==> config.mk <==
export PLATFORM = sky130hd
export DESIGN_NAME = fb_pixel_writer
export DESIGN_NICKNAME = d
export VERILOG_FILES = /design/src/rtl/fb_pixel_writer.sv
export SDC_FILE = /design/constraint.sdc
export NUM_CORES = 1
export LEC_CHECK = 0
export BUFFER_PORTS_ARGS = -buffer_cell sky130_fd_sc_hd__clkbuf_2
export CORE_MARGIN = 10
export CORE_UTILIZATION = 55
export CTS_CLUSTER_DIAMETER = 30
export DETAILED_ROUTE_END_ITERATION = 10
export GPL_TIMING_DRIVEN = 1
export PLACE_DENSITY = 0.81
export SYNTH_ARGS = -nofsm -noshare
export SYNTH_HDL_FRONTEND = slang
export SYNTH_SLANG_ARGS = --single-unit
==> constraint.sdc <==
create_clock -name clock -period 8.64 [get_ports clock]
set_input_delay 0.864 -clock clock [delete_from_list [all_inputs] [get_ports clock]]
set_output_delay 0.864 -clock clock [all_outputs]
set_load 0.01 [all_outputs]
==> src/rtl/fb_pixel_writer.sv <==
// Pixel FIFO feeding masked single-word DDR3 writes plus burst background fill.
// Define FB_PIXEL_WRITER_CLIP_EN to discard off-screen pixels and count them.
module fb_pixel_writer #(
    parameter int unsigned       ADDR_W     = 29,
    parameter int unsigned       FB_WIDTH   = 640,
    parameter int unsigned       FB_HEIGHT  = 480,
    parameter logic [ADDR_W-1:0] FB0_BASE   = 29'h0700_0000,
    parameter logic [ADDR_W-1:0] FB1_BASE   = 29'h0702_5800,
    parameter int unsigned       FIFO_DEPTH = 16,
    parameter int unsigned       FILL_BURST = 8
) (
    input  logic              clock,
    input  logic              reset_n,
    output logic [ADDR_W-1:0] avm_address,
    output logic [7:0]        avm_burstcount,
    input  logic              avm_waitrequest,
    output logic [63:0]       avm_writedata,
    output logic [7:0]        avm_byteenable,
    output logic              avm_write,
    input  logic [63:0]       pixel_in,
    input  logic              pixel_valid,
    output logic              pixel_ready,
    input  logic              buffer_sel,
    input  logic              fill_start,
    input  logic [31:0]       fill_colour,
    output logic              busy,
    output logic              fill_done,
    output logic [15:0]       dropped_count
);

    localparam int unsigned PTR_W       = $clog2(FIFO_DEPTH);
    localparam int unsigned TOTAL_WORDS = FB_WIDTH * FB_HEIGHT / 2;
    localparam logic [7:0]  LAST_BEAT   = 8'(FILL_BURST - 1);

    typedef enum logic [1:0] {IDLE, PIX_WAIT, FILL_BEAT} state_t;

    state_t state, state_nxt;

    logic [63:0]      mem [FIFO_DEPTH];
    logic [PTR_W:0]   wr_ptr, rd_ptr;
    logic             empty, full, push, pop;

    logic [ADDR_W-1:0] addr_q, addr_d, base_q, base_d, sel_base, pix_off;
    logic [7:0]        burst_q, burst_d, be_q, be_d, beat_q, beat_d;
    logic [63:0]       data_q, data_d, head;
    logic              write_q, write_d, done_q, done_d;
    logic [31:0]       idx_q, idx_d, idx_inc, lin;
    logic [15:0]       drop_q, drop_d, hx, hy;
    logic [31:0]       hc;
    logic              oob, last_word;

    assign empty       = (wr_ptr == rd_ptr);
    assign full        = (wr_ptr[PTR_W] != rd_ptr[PTR_W]) &&
                         (wr_ptr[PTR_W-1:0] == rd_ptr[PTR_W-1:0]);
    assign pixel_ready = reset_n && !full;
    assign push        = pixel_valid && pixel_ready;

    always_ff @(posedge clock) begin
        if (push) mem[wr_ptr[PTR_W-1:0]] <= pixel_in;
    end

    always_ff @(posedge clock) begin
        if (!reset_n) begin
            wr_ptr <= '0;
            rd_ptr <= '0;
        end else begin
            if (push) wr_ptr <= wr_ptr + 1'b1;
            if (pop)  rd_ptr <= rd_ptr + 1'b1;
        end
    end

    assign head     = mem[rd_ptr[PTR_W-1:0]];
    assign hx       = head[63:48];
    assign hy       = head[47:32];
    assign hc       = head[31:0];
    assign lin      = ({16'h0, hy} * FB_WIDTH + {16'h0, hx}) >> 1;
    assign pix_off  = lin[ADDR_W-1:0];
    assign sel_base = buffer_sel ? FB1_BASE : FB0_BASE;

`ifdef FB_PIXEL_WRITER_CLIP_EN
    assign oob = (32'(hx) >= FB_WIDTH) || (32'(hy) >= FB_HEIGHT);
`else
    assign oob = 1'b0;
`endif

    assign idx_inc   = idx_q + 1'b1;
    assign last_word = (idx_q == TOTAL_WORDS - 1);

    always_ff @(posedge clock) begin
        if (!reset_n) begin
            state   <= IDLE;
            addr_q  <= '0;
            burst_q <= 8'd1;
            be_q    <= '0;
            data_q  <= '0;
            write_q <= 1'b0;
            done_q  <= 1'b0;
            base_q  <= '0;
            idx_q   <= '0;
            beat_q  <= '0;
            drop_q  <= '0;
        end else begin
            state   <= state_nxt;
            addr_q  <= addr_d;
            burst_q <= burst_d;
            be_q    <= be_d;
            data_q  <= data_d;
            write_q <= write_d;
            done_q  <= done_d;
            base_q  <= base_d;
            idx_q   <= idx_d;
            beat_q  <= beat_d;
            drop_q  <= drop_d;
        end
    end

    always_comb begin
        state_nxt = state;
        case (state)
            IDLE:      if (fill_start) state_nxt = FILL_BEAT;
                       else if (!empty && !oob) state_nxt = PIX_WAIT;
            PIX_WAIT:  if (!avm_waitrequest) state_nxt = IDLE;
            FILL_BEAT: if (!avm_waitrequest && last_word) state_nxt = IDLE;
            default:   state_nxt = IDLE;
        endcase
    end

    // Bus outputs are registered, so this block computes their next-cycle values.
    always_comb begin
        addr_d  = addr_q;
        burst_d = burst_q;
        be_d    = be_q;
        data_d  = data_q;
        write_d = write_q;
        done_d  = 1'b0;
        base_d  = base_q;
        idx_d   = idx_q;
        beat_d  = beat_q;
        drop_d  = drop_q;
        pop     = 1'b0;
        case (state)
            IDLE: begin
                if (fill_start) begin
                    base_d  = sel_base;
                    addr_d  = sel_base;
                    idx_d   = '0;
                    beat_d  = '0;
                    burst_d = 8'(FILL_BURST);
                    be_d    = 8'hFF;
                    data_d  = {fill_colour, fill_colour};
                    write_d = 1'b1;
                end else if (!empty) begin
                    pop = 1'b1;
                    if (oob) begin
                        if (drop_q != 16'hFFFF) drop_d = drop_q + 1'b1;
                    end else begin
                        addr_d  = sel_base + pix_off;
                        burst_d = 8'd1;
                        be_d    = hx[0] ? 8'hF0 : 8'h0F;
                        data_d  = hx[0] ? {hc, 32'h0} : {32'h0, hc};
                        write_d = 1'b1;
                    end
                end
            end
            PIX_WAIT: if (!avm_waitrequest) write_d = 1'b0;
            FILL_BEAT: begin
                if (!avm_waitrequest) begin
                    if (last_word) begin
                        write_d = 1'b0;
                        done_d  = 1'b1;
                    end else begin
                        idx_d = idx_inc;
                        // Address advances only at burst boundaries; it stays put within a burst.
                        if (beat_q == LAST_BEAT) begin
                            beat_d = '0;
                            addr_d = base_q + idx_inc[ADDR_W-1:0];
                        end else begin
                            beat_d = beat_q + 1'b1;
                        end
                    end
                end
            end
            default: ;
        endcase
    end

    assign avm_address    = addr_q;
    assign avm_burstcount = burst_q;
    assign avm_byteenable = be_q;
    assign avm_writedata  = data_q;
    assign avm_write      = write_q;
    assign busy           = (state != IDLE);
    assign fill_done      = done_q;
    assign dropped_count  = drop_q;

endmodule

* After elaboration in Yosys (flattened, before gate mapping)
Memory sizes are Yosys's and may differ from the RTL's. A register that Yosys moved wholly into a read port is not among the register bits.
Cells that the tools add are included.
** Word-level totals
- Memories :: 1
- Input port bits :: 102
- Flip-flop bits (word level) :: 192
- RAM bits :: 1024
- Logic and storage cells :: 99
- Output and inout port bits :: 129
** Memories
- mem :: words 16, width 64, rd ports 1, clocked after memory_dff 1, wr ports 1, line 39 : logic [63:0] mem [FIFO_DEPTH];
** Cells by class
- Bitwise gates (word level) :: 2
- Mux-type cells :: 43
- Add/sub/neg operators :: 7
- Reduce and logical (&&, ||, !) cells :: 17
- Multiply operators :: 1
- Eq/ne operators :: 16
** Operator list (count)
- 64-bit 2-to-1 mux :: 3
- 29-bit 2-to-1 mux :: 5
- 32-bit 2-to-1 mux :: 3
- 8-bit 2-to-1 mux :: 9
- 32-bit case mux with 2 select lines :: 1
- 29-bit case mux with 2 select lines :: 1
- 32-bit by 1-bit adder with 32-bit output (second input constant) :: 1
- 32-bit by 18-bit equality test with 1-bit output (second input constant) :: 1
- 29-bit adder :: 1
- 27-bit by 26-bit adder with 28-bit output :: 1
- 26-bit by 16-bit adder with 27-bit output :: 1
- 16-bit by 3-bit multiplier with 19-bit output (second input constant) :: 1
- 18-bit 2-to-1 mux :: 1
- 2-bit != test (second input constant) :: 8
- 8-bit case mux with 2 select lines :: 1
- 1-bit 2-to-1 mux :: 11
- 5-bit by 1-bit adder with 5-bit output (second input constant) :: 2
- 5-bit AND reduction :: 2
- 8-bit by 1-bit adder with 8-bit output (second input constant) :: 1
- 8-bit by 3-bit equality test with 1-bit output (second input constant) :: 1
- 2-bit 2-to-1 mux :: 4
- 4-bit 2-to-1 mux :: 2
- 2-bit case mux with 3 select lines :: 1
- 5-bit equality test :: 1
- other kinds (16) :: 23

* Longest topological paths before layout
- Depth after elaboration :: 7
- Gate-level depth with buffers :: 27
- Gate-level depth less buffers :: 22

* Worst setup path before layout
Ideal clock, no wire load.
- Path kind :: reg2reg
- Start point :: reg (tool-made name)
- End point :: reg addr_q[23] (netlist: avm_address[23])
- Path buffers :: 5
- Clock period less this slack :: 6743 ps
- Path slack :: 1897 ps
- Cell stages (with the launch flop) :: 28
- Arrival time :: 6614 ps
- Setup time :: 129 ps
- Data required time :: 8511 ps
- Path through :: dfxtp_1 > clkbuf_1 > buf_2 > clkbuf_1 > buf_1 > buf_2 > mux4_2 > mux4_2 > ha_1 > ha_1 > inv_1 > fa_1 > inv_1 > ha_1 > nand3_1 > o22ai_1 > nor2_1 > xnor2_1 > ha_1 > inv_1 > fa_1 > inv_1 > a41oi_1 > a31oi_1 > a21oi_1 > o311a_1 > a2111oi_1 > a21oi_1
** RTL lines
- end signal: assignment :: line 104 : addr_q <= addr_d;
- end: declaration :: line 43 : logic [ADDR_W-1:0] addr_q, addr_d, base_q, base_d, sel_base, pix_off;

==> reports/qor.yml <==
sta:
  grt_setup_unrepaired: "false"
  period_needed_ps: 6780
  hold_viol: 0
  relSlewSlack: 0.0987
  timing.hold.ws_ps: 455
  drv_slew: 0
  fmax_mhz: 147
  finalSetupViolCount: 0
  worst_pin_slew_ps: 1350
  finClkSkew_ps: 41.2
  setup_tns_ps: 0
  finalCritPeriodShare: 0.785
clocking:
  cts_setup_buffers: 0
  clock-sinks: 1181
  clockBufferDepth: 3
  cts_hold_buf: 0
  htree_levels: 4
  cts_tree: "built"
  cts_made_buffers: 180
  clk_latency_ps: 760
  path_clk_slew_ps: 60
  cts_resized: 0
  root_buffer: "clkbuf_16"
routing:
  avgViaCountPerCell: 6.66
  avgRoutedWirePerCell_um: 32.0
  drc: 0
  first_iter_violations: 4740
  drt-total-wl_um: 139000
  ant_nets: 0
  vias: 29000
  drt_first_pass_iters: 6
worst_setup_path:
  critPathMaxStageDelay_ps: 850
  rr_endpoint: "avm_address[23]"
  reg2reg_depth: 18
  crit_arrival_ps: 7410
  worstSetupStartpointType: "flip-flop"
  crit_path_top_delay_cell: "dfxtp_4"
  crit_chain: "buf_4 -> mux4_2 -> mux4_2 -> ha_1 -> ha_1 -> a211oi_1 -> o21ai_0 -> xnor2_1 -> ha_1 -> a21oi_1 -> nand2_1 -> a2bb2oi_1 -> or4_1 -> a31oi_1 -> a21oi_1 -> o311a_1 -> a2111oi_1 -> a21oi_1"
  cp_max_fo: 52
  cp-end-kind: "flip-flop"
  required_ps: 9270
  criticalPathCategory: "flip-flop to flip-flop"
  worstPathBufferInverterCount: 1
  regToRegSetupSlack_ps: 1860
  crit_family: "compound AO/OA/AOI/OAI gates"
synthesis:
  synth_edf_count: 1024
  synth_seq_cells: 1181
  yosysUniqueCellTypes: 90
  synth_top_cell_by_area: "edfxtp_1"
  syn_area_per_cell_um2: 17.7
  synth_top_area_share: 0.635
  ys_warn_count: 0
  ys.flop_type: "edfxtp_1"
  seq_area_frac_synth: 0.700
  async_reset_ff_frac: 0
  synthesis.instances: 2731
  syn_area_um2: 48400
  ys_top_cells_by_area: "edfxtp_1, mux4_2, dfxtp_1"
power:
  powerDensity_nw_per_um2: 298
  leakage_nw: 18.9
  vdd_ir_drop_max_uv: 211
grt:
  grt_pass1_wl_um: 204000
  grt_max_degree: 87
  globalRouteOverflowTotal: 0
  track_usage: 0.277
  antenna_found_initial: 21
  grt_pass1_vias: 29900
placement:
  globalplace.congestion: 0.916
  dp_hpwl_um: 67900
  port_buffers: 208
floorplan:
  ios: 231
  fp.dieW_um: 317
  dieHeight_um: 317
  core-area_um2: 87000
  dieArea_um2: 100000
  start_util: 0.556
  row_count: 108
final_layout:
  syn2layout_area_growth_pct: 18.1
  final_layout_size_suffix_gt1_frac: 0.299
  nNetsFinal: 3179
min_path:
  hold_start: "fill_colour[29]"
  hold-path-cell-count: 3
  min_path_type: "primary input to flip-flop"
  whs_endpoint: "avm_writedata[61]"
run_status:
  outcome: "finished, final reports clean"
flow_run:
  max_cap_violations: 0
## tightest hold or removal path, cell delays in order
cell	delay (ps)
clkbuf_2	70
o21ai_0	100
a21oi_1	130
## cell families (layout without fill, tap and decap cells)
logic type / Yosys count / after routing / synth area share
xor+xnor: 84 / 84 / 0.0152
mux: 328 / 328 / 0.151
fa+ha+maj: 64 / 64 / 0.0172
buf+inv: 208 / 628 / 0.0197
compound gates: 405 / 405 / 0.0510
other cells: 1 / 40 / 0.0000775
simple gates: 460 / 460 / 0.0457
flops: 1181 / 1181 / 0.700
## area by class of cell
| type | instances | area [um^2] |
|---|---|---|
| tap | 1155 | 1450 |
| antenna | 18 | 45.0 |
| sequential | 1181 | 33900 |
| clock buffer | 197 | 4650 |
| timing repair buffer | 256 | 1430 |
| inverter | 31 | 116 |
| multi-input combinational | 1363 | 13800 |
| fill | 5282 | 29900 |
| clock inverter | 144 | 1780 |
## report_power, final
group	switching [mW]	internal, mW
Sequential	0.149	6.37
Clock	2.93	4.77
Combinational	1.67	1.15
Total	4.76	12.3
## registers in the layout, summed over array words and instances (netlist names), 2 cells and up, named ones only
signal and cells:
avm_address 29, base_q 2, state 2, avm_burstcount 2
idx_q 32, beat_q 8, avm_byteenable 2, wr_ptr 5
rd_ptr 5, mem 1024, avm_writedata 64
## Yosys cell counts, types with 5 or more instances
library cell / number
a221oi_1: 8
nand4_1: 12
inv_1: 31
nand3_1: 32
nor2_1: 115
o21ai_1: 5
nor4_1: 8
mux4_2: 320
nor3_1: 45
buf_4: 32
edfxtp_1: 1024
a21oi_1: 142
clkbuf_1: 104
a211oi_1: 9
nand2_1: 153
nor3b_1: 5
a22oi_1: 6
o31ai_1: 6
dfxtp_1: 157
xor2_1: 38
o21a_1: 9
o211ai_1: 13
buf_2: 31
buf_1: 8
and2_1: 9
or2_2: 9
a31oi_1: 7
o21bai_1: 5
o21ai_0: 137
xnor2_1: 46
nand2b_1: 18
nand3b_1: 7
a21o_1: 8
or3_1: 11
mux2i_1: 7
ha_1: 60
## layer usage
metal	track usage	wire length [um]
met4	0.124	5480
met3	0.0714	16100
met5	0	60
met2	0.458	69700
met1	0.344	47800
## worst max path at each step
stage	startpoint	to	slack, ps	depth (start not counted)
after floorplan	flip-flop	avm_address[23]	1900	27
after global placement	flip-flop	avm_address[23]	2230	18
after detailed placement	flip-flop	avm_address[23]	2020	18
after CTS	flip-flop	avm_address[23]	1950	18
after global routing	flip-flop	avm_address[23]	1500	19
final	flip-flop	avm_address[23]	1860	18
## cells in the final DEF, fill, tap and decap left out, types with 8 or more instances in the layout
cell,Yosys,final
nor2_4,0,13
nor4_1,8,8
nor3_1,45,40
clkinv_2,0,21
bufinv_16,0,26
mux4_2,320,320
edfxtp_1,1024,1024
nand2b_1,18,18
a211oi_1,9,9
clkinvlp_4,0,17
xor2_1,38,38
buf_4,32,46
clkbuf_16,0,182
or2_2,9,9
clkinv_4,0,14
nor2_1,115,102
o21a_1,9,9
clkbuf_1,104,11
dfxtp_1,157,153
inv_8,0,10
a221oi_1,8,8
nand2_1,153,152
or3_1,11,11
a21o_1,8,8
inv_6,0,34
clkinv_1,0,14
ha_1,60,59
xnor2_1,46,46
inv_1,31,30
a21oi_1,142,142
conb_1,1,22
nand4_1,12,12
o211ai_1,13,13
diode_2,0,18
o21ai_0,137,137
nand3_1,32,32
clkbuf_2,0,208
and2_1,9,9
## stage by stage
| step | total power [mW] | area (um^2) | cells | util | setup WS, ps |
|---|---|---|---|---|---|
| after CTS | 17.1 | 57100 | 4327 | 0.656 | 1950 |
| after global routing | 17.6 | 57100 | 4338 | 0.656 | 1500 |
| after floorplan | 8.56 | 48500 | 2752 | - | 1900 |
| after detailed placement | 9.33 | 50700 | 3986 | 0.582 | 2020 |
| final | 17.0 | 57100 | 4345 | 0.656 | 1860 |
| after global placement | 9.23 | 50700 | 3986 | 0.582 | 2230 |
No activity file was read; power rests on OpenSTA's default activity.
